**src/rtl/bus_arbiter_rr_pkg.sv**
```systemverilog
// Shared types, constants and helpers for the round-robin bus arbiter.
package bus_arbiter_pkg;

  localparam int MAX_MASTERS   = 32;
  localparam int IDX_WIDTH     = 5;
  localparam int COUNTER_WIDTH = 16;

  typedef enum logic [2:0] {
    IDLE      = 3'd0,
    GRANTED   = 3'd1,
    BUSY      = 3'd2,
    ERROR     = 3'd3,
    FORCE_END = 3'd4
  } arbState_t;

  // One-hot mask for a master index; callers narrow it to their master count.
  function automatic logic [MAX_MASTERS-1:0] onehotMask(input logic [IDX_WIDTH-1:0] index);
    return MAX_MASTERS'(1) << index;
  endfunction

  // Watchdog counters stick at all-ones instead of wrapping.
  function automatic logic [COUNTER_WIDTH-1:0] saturatingIncrement(
    input logic [COUNTER_WIDTH-1:0] value
  );
    return (value == '1) ? value : value + 1'b1;
  endfunction

endpackage

```
**src/rtl/bus_arbiter_rr_if.sv**
```systemverilog
// Request/grant/transaction signals between the bus masters and the arbiter.
interface bus_arbiter_rr_if
  import bus_arbiter_pkg::*;
#(
  parameter int NR_OF_MASTERS = 4
);

  logic [NR_OF_MASTERS-1:0] busRequests;
  logic                     beginTransactionIn;
  logic                     endTransactionIn;
  logic [NR_OF_MASTERS-1:0] busGrants;
  logic                     busErrorOut;
  logic                     endTransactionOut;
  logic [IDX_WIDTH-1:0]     activeMaster;
  logic                     busBusy;

  // Requesters' view: they raise requests and frame transactions.
  modport master (
    output busRequests, beginTransactionIn, endTransactionIn,
    input  busGrants, busErrorOut, endTransactionOut, activeMaster, busBusy
  );

  // Arbiter's view: it consumes requests and hands out grants.
  modport slave (
    input  busRequests, beginTransactionIn, endTransactionIn,
    output busGrants, busErrorOut, endTransactionOut, activeMaster, busBusy
  );

endinterface

```
**src/rtl/bus_arbiter_rr_priority_select.sv**
```systemverilog
// Combinational round-robin pick: first requester at or above the pointer, wrapping.
module rr_priority_select
  import bus_arbiter_pkg::*;
#(
  parameter int NR_OF_MASTERS = 4
) (
  input  logic [NR_OF_MASTERS-1:0] requests,
  input  logic [IDX_WIDTH-1:0]     pointer,
  output logic [IDX_WIDTH-1:0]     winner,
  output logic                     anyRequest
);

  localparam int SEL_WIDTH = $clog2(NR_OF_MASTERS);

  // Scan from the pointer upward; the first hit wins and later hits are ignored.
  always_comb begin
    // NOTE: defaults first, so every path assigns every output and no latch is inferred.
    winner     = '0;
    anyRequest = 1'b0;
    for (int offset = 0; offset < NR_OF_MASTERS; offset++) begin
      int candidate;
      candidate = int'(pointer) + offset;
      if (candidate >= NR_OF_MASTERS) candidate = candidate - NR_OF_MASTERS;
      if (!anyRequest && requests[SEL_WIDTH'(candidate)]) begin
        winner     = IDX_WIDTH'(candidate);
        anyRequest = 1'b1;
      end
    end
  end

endmodule

```
**src/rtl/bus_arbiter_rr.sv**
```systemverilog
// Round-robin arbiter for the shared CPU bus with grant and transaction watchdogs.
module bus_arbiter_rr
  import bus_arbiter_pkg::*;
#(
  parameter int NR_OF_MASTERS       = 4,
  parameter int GRANT_TIMEOUT       = 16,
  parameter int TRANSACTION_TIMEOUT = 1024
) (
  input  logic             cpuClock,
  input  logic             cpuReset,
  bus_arbiter_rr_if.slave  bus
);

  localparam logic [COUNTER_WIDTH-1:0] GRANT_LAST = COUNTER_WIDTH'(GRANT_TIMEOUT - 1);
  localparam logic [COUNTER_WIDTH-1:0] TXN_LAST   = COUNTER_WIDTH'(TRANSACTION_TIMEOUT - 1);
  localparam logic [IDX_WIDTH-1:0]     LAST_INDEX = IDX_WIDTH'(NR_OF_MASTERS - 1);

  arbState_t                state;
  logic [COUNTER_WIDTH-1:0] counter;
  logic [IDX_WIDTH-1:0]     pointer;
  logic [IDX_WIDTH-1:0]     winner;
  logic [IDX_WIDTH-1:0]     nextPointer;
  logic                     anyRequest;
  logic                     grantedStillRequesting;

  rr_priority_select #(
    .NR_OF_MASTERS (NR_OF_MASTERS)
  ) prioritySelect (
    .requests   (bus.busRequests),
    .pointer    (pointer),
    .winner     (winner),
    .anyRequest (anyRequest)
  );

  // The pointer moves just past the winner so the winner goes last next round.
  assign nextPointer = (winner == LAST_INDEX) ? '0 : winner + 1'b1;

  // The grant is one-hot, so masking the requests with it isolates the owner's request.
  assign grantedStillRequesting = |(bus.busRequests & bus.busGrants);

  // Arbitration FSM, watchdog counter, rotation pointer and all registered outputs.
  always_ff @(posedge cpuClock or posedge cpuReset) begin
    if (cpuReset) begin
      state                 <= IDLE;
      counter               <= '0;
      pointer               <= '0;
      bus.busGrants         <= '0;
      bus.activeMaster      <= '0;
      bus.busBusy           <= 1'b0;
      bus.busErrorOut       <= 1'b0;
      bus.endTransactionOut <= 1'b0;
    end else begin
      // NOTE: non-blocking assignments, so every branch sees this cycle's state and the
      // pulse defaults below are simply overridden by a later assignment in the same cycle.
      bus.busErrorOut       <= 1'b0;
      bus.endTransactionOut <= 1'b0;
      case (state)
        IDLE: begin
          // beginTransactionIn is a protocol violation here and deliberately ignored.
          if (anyRequest) begin
            state            <= GRANTED;
            bus.busGrants    <= NR_OF_MASTERS'(onehotMask(winner));
            bus.activeMaster <= winner;
            bus.busBusy      <= 1'b1;
            pointer          <= nextPointer;
            counter          <= '0;
          end
        end
        GRANTED: begin
          if (bus.beginTransactionIn) begin
            state   <= BUSY;
            counter <= '0;
          end else if (!grantedStillRequesting || counter == GRANT_LAST) begin
            // No transaction is open, so a stalled master is dropped silently.
            state            <= IDLE;
            bus.busGrants    <= '0;
            bus.activeMaster <= '0;
            bus.busBusy      <= 1'b0;
            counter          <= '0;
          end else begin
            counter <= saturatingIncrement(counter);
          end
        end
        BUSY: begin
          // A real end beats a timeout landing in the same cycle; request drops are ignored.
          if (bus.endTransactionIn) begin
            state            <= IDLE;
            bus.busGrants    <= '0;
            bus.activeMaster <= '0;
            bus.busBusy      <= 1'b0;
            counter          <= '0;
          end else if (counter == TXN_LAST) begin
            state           <= ERROR;
            bus.busErrorOut <= 1'b1;
            bus.busBusy     <= 1'b0;
          end else begin
            counter <= saturatingIncrement(counter);
          end
        end
        ERROR: begin
          // The grant was held through the error cycle; now the bus is forcibly closed.
          state                 <= FORCE_END;
          bus.endTransactionOut <= 1'b1;
          bus.busGrants         <= '0;
          bus.activeMaster      <= '0;
          counter               <= '0;
        end
        FORCE_END: begin
          state <= IDLE;
        end
        default: begin
          state            <= IDLE;
          bus.busGrants    <= '0;
          bus.activeMaster <= '0;
          bus.busBusy      <= 1'b0;
          counter          <= '0;
        end
      endcase
    end
  end

endmodule

```
**src/flat_wrapper.sv**
```systemverilog
// flat-port wrapper written by rule: the top's interface ports become plain ports
module bus_arbiter_rr_flat import bus_arbiter_pkg::*;
#(
  parameter int NR_OF_MASTERS       = 4,
  parameter int GRANT_TIMEOUT       = 16,
  parameter int TRANSACTION_TIMEOUT = 1024
)
  (cpuClock, cpuReset, bus_busRequests, bus_beginTransactionIn, bus_endTransactionIn, bus_busGrants, bus_busErrorOut, bus_endTransactionOut, bus_activeMaster, bus_busBusy);
  bus_arbiter_rr_if #(.NR_OF_MASTERS(NR_OF_MASTERS)) bus_i ();
  input  logic cpuClock;
  input  logic cpuReset;
  input wire logic [$bits(bus_i.busRequests)-1:0] bus_busRequests;
  input wire logic [$bits(bus_i.beginTransactionIn)-1:0] bus_beginTransactionIn;
  input wire logic [$bits(bus_i.endTransactionIn)-1:0] bus_endTransactionIn;
  output wire logic [$bits(bus_i.busGrants)-1:0] bus_busGrants;
  output wire logic [$bits(bus_i.busErrorOut)-1:0] bus_busErrorOut;
  output wire logic [$bits(bus_i.endTransactionOut)-1:0] bus_endTransactionOut;
  output wire logic [$bits(bus_i.activeMaster)-1:0] bus_activeMaster;
  output wire logic [$bits(bus_i.busBusy)-1:0] bus_busBusy;
  assign bus_i.busRequests = bus_busRequests;
  assign bus_i.beginTransactionIn = bus_beginTransactionIn;
  assign bus_i.endTransactionIn = bus_endTransactionIn;
  assign bus_busGrants = bus_i.busGrants;
  assign bus_busErrorOut = bus_i.busErrorOut;
  assign bus_endTransactionOut = bus_i.endTransactionOut;
  assign bus_activeMaster = bus_i.activeMaster;
  assign bus_busBusy = bus_i.busBusy;
  bus_arbiter_rr #(.NR_OF_MASTERS(NR_OF_MASTERS), .GRANT_TIMEOUT(GRANT_TIMEOUT), .TRANSACTION_TIMEOUT(TRANSACTION_TIMEOUT)) u_core (.cpuClock(cpuClock), .cpuReset(cpuReset), .bus(bus_i));
endmodule
```
**config.mk**
```make
export PLATFORM = sky130hd
export DESIGN_NAME = bus_arbiter_rr_flat
export DESIGN_NICKNAME = d
export VERILOG_FILES = /design/src/rtl/bus_arbiter_rr_pkg.sv /design/src/rtl/bus_arbiter_rr_if.sv /design/src/rtl/bus_arbiter_rr_priority_select.sv /design/src/rtl/bus_arbiter_rr.sv /design/src/flat_wrapper.sv
export SDC_FILE = /design/constraint.sdc
export NUM_CORES = 1
export LEC_CHECK = 0
export CAP_MARGIN = 20
export CORE_ASPECT_RATIO = 2
export CORE_UTILIZATION = 59
export CTS_CLUSTER_DIAMETER = 200
export CTS_CLUSTER_SIZE = 24
export DETAILED_ROUTE_END_ITERATION = 10
export PLACE_DENSITY = 0.91
export RECOVER_POWER = 100
export SLEW_MARGIN = 20
export SYNTH_ARGS = -nofsm -noshare
export SYNTH_HDL_FRONTEND = slang
export SYNTH_SLANG_ARGS = --single-unit
```
**constraint.sdc**
```tcl
create_clock -name cpuClock -period 4.6 [get_ports cpuClock]
set_input_delay 0.69 -clock cpuClock [delete_from_list [all_inputs] [get_ports cpuClock]]
set_output_delay 0.69 -clock cpuClock [all_outputs]
set_load 0.02 [all_outputs]
```
==> results.json <==
{
  "outcome": "complete, but fails checks",
  "violations": "capacitance limit, slew limit",
  "yosys.area.top_type": "dfrtp_1",
  "cts_buffers": 5,
  "io_pins": 20,
  "finalNetCount": 363,
  "rsz0062_at_grt": "false",
  "setup_viol": 0,
  "coreArea_sq_um": 4600,
  "die-width_um": 51.0,
  "synth_top_area_share_pct": 31.9,
  "insertedDiodeCount": 0,
  "ys_top_cells_by_count": "dfrtp_1, nor2_1, nand2_1",
  "cts_hold_buf": 0,
  "synthSimpleGateAreaFrac_pct": 21.8,
  "worst_slew_pin_slew_ps": 1910,
  "postSynthAreaPerCell_sq_um": 8.78,
  "htreeDepth": 2,
  "syn_nets": 347,
  "maxCapViolations": 1,
  "synthMuxAreaShare_pct": 5.04,
  "synth_top_family_by_area": "compound AO/OA/AOI/OAI gates",
  "syn_area_sq_um": 2830,
  "synth-edff-count": 0,
  "yosys.cell_types.count": 62,
  "synth_fa_ha_area_share_pct": 7.52,
  "max_freq_mhz": 257,
  "cts.sinks": 36,
  "drc_errors": 0,
  "viasPerCell": 6.75,
  "cts_root_buffer": "clkbuf_8",
  "min_path_type": "reg2reg",
  "crit_required_ps": 4750,
  "place_congestion": 0.944,
  "ys_async_sr_fraction_pct": 100,
  "layout-drive-gt1-share_pct": 6.78,
  "grt.total_usage_pct": 31.5,
  "cts_resized": 0,
  "drtIter0Drc": 101,
  "start_util_pct": 61.5,
  "overflow": 0,
  "synthXorXnorAreaFrac_pct": 5.58,
  "ir_drop_v": 0.000469,
  "totalWireLength_mm": 7.30,
  "vias": 2661,
  "critical_path_arrival_ps": 4040,
  "port_buffers": 19,
  "ctsLongestPathBuffers": 2,
  "slew_headroom_pct": -27.6,
  "skew_ps": 12.2,
  "firstDrtPassIters": 4,
  "synth_compound_area_share_pct": 23.8,
  "cts_setup_buffers": 0,
  "setup_ws_ps": 712,
  "syn_inst": 322,
  "ys_ff_latch": 36,
  "hold_viol": 0,
  "die_h_um": 99.9,
  "ys_seq_area_share_pct": 31.9,
  "yosys_warnings": 0,
  "drtAntennaViolNets": 0,
  "antenna_found_initial": 0,
  "leakage_uw": 0.00133,
  "power.density_nw_per_um2": 756,
  "num-fill-cells": 387,
  "die_area_sq_um": 5090,
  "drt-wirelength-per-cell_um": 18.5,
  "hpwlAfterDp_mm": 5.43,
  "clk_pin_slew_ps": 80,
  "crit_fanout": 18,
  "post-route-period-util_pct": 84.5,
  "grt_max_degree": 37,
  "synthFlopType": "dfrtp_1",
  "num_rows": 35,
  "grt_pass1_wl_mm": 11.8,
  "dp_slack_ps": 885,
  "cts_tree": "done",
  "yosysMostFrequentCell": "dfrtp_1",
  "worst_setup_path_end_kind": "register",
  "yosys-top-cells-area": "dfrtp_1, ha_1, nor2_1",
  "report.final.slew_viol_count": 37,
  "area_growth_pct": 10.9,
  "finalSetupTns_ps": 0,
  "crit_type": "reg2reg",
  "insertion_delay_ps": 300,
  "grt_pass1_vias": 2554,
  "min_period_ps": 3890,
  "start_kind": "register"
}
-- final timing paths --
check | start | to | slack (ps) | cells past startpoint
max | u_core.pointer[0] | u_core.pointer[0] | 710 | 10
min | u_core.bus.activeMaster[3] | u_core.bus.activeMaster[3] | 490 | 2
max reg2reg | u_core.pointer[0] | u_core.pointer[0] | 710 | 10
min reg2reg | u_core.bus.activeMaster[3] | u_core.bus.activeMaster[3] | 490 | 2
max in group asynchronous | cpuReset | u_core.bus.activeMaster[1] | 1980 | 3
min in group asynchronous | cpuReset | u_core.counter[4] | 1510 | 3
-- metrics by stage --
stage / power (uW) / cells / instance area (sq um) / hold slack [ps] / util [%]
floorplan: 1700 / 322 / 2830 / 485 / -
global placement: 2050 / 386 / 3050 / 482 / 66.3
detailed placement: 2100 / 386 / 3050 / 483 / 66.3
CTS: 2340 / 394 / 3140 / 502 / 68.4
global route: 2540 / 394 / 3140 / 525 / 68.2
finish: 2370 / 394 / 3140 / 487 / 68.2
-- where the power goes --
| group | internal, uW | total [uW] | switching (uW) |
|---|---|---|---|
| Clock | 119 | 236 | 116 |
| Combinational | 640 | 1600 | 961 |
| Sequential | 396 | 533 | 137 |
-- sequential cells by signal, summed over array words and instances (netlist names) --
| name | count |
|---|---|
| u_core.bus.activeMaster | 5 |
| u_core.counter | 16 |
| u_core.pointer | 5 |
| u_core.bus.endTransactionOut | 1 |
| u_core.bus.busBusy | 1 |
| u_core.bus.busGrants | 4 |
| u_core.state | 3 |
| u_core.bus.busErrorOut | 1 |
-- cells in the final DEF, fill, tap and decap left out, drive strengths merged, types with 6 or more instances in the layout --
cell type and instances:
a21oi 18, a32o 6, clkbuf 8, dfrtp 36, dlygate4sd3 15, ha 17
inv 16, mux2i 6, nand2 19, nand3 12, nand4 6, nor2 32
nor3 9, nor4 6, o21ai 18, or4 6, xnor2 13
-- cell type report --
class                   count  area [sq um]  share of cell area, %
clock buffers               6          82.6                   2.63
well taps                  55          68.8                   2.19
flip-flops and latches     36           901                   28.7
repair buffers             23           213                   6.78
clock inverters             2          10.0                  0.319
multi-input cells         256          1800                   57.4
inverters                  16          60.1                   1.92
-- logic make-up after synthesis --
| family | Yosys count |
|---|---|
| multiplexers | 10 |
| AND/OR/NAND/NOR | 119 |
| XOR/XNOR | 18 |
| flip-flops | 36 |
| adder cells (fa/ha/maj) | 17 |
| AO/OA/AOI/OAI | 92 |
| buffers and inverters | 30 |
-- worst max-delay path, stage by stage, from the launching register on --
cell and delay [ps]:
dfrtp_1 760, inv_1 240, ha_1 510, mux4_2 570, nor2_1 140, and2_0 300, o32a_1 300, ha_1 190
inv_1 80, o41ai_1 460, o21ai_0 180
-- metal layers --
metal | up-vias | GRT usage (%) | part of all wire [%]
li1 | 1245 | - | -
met1 | 1283 | 30.0 | 34
met2 | 93 | 58.4 | 56
met3 | 40 | 5.30 | 3.4
met4 | 0 | 20.7 | 6.6
met5 | - | 0 | 0
(Power assumes the default switching activity.)
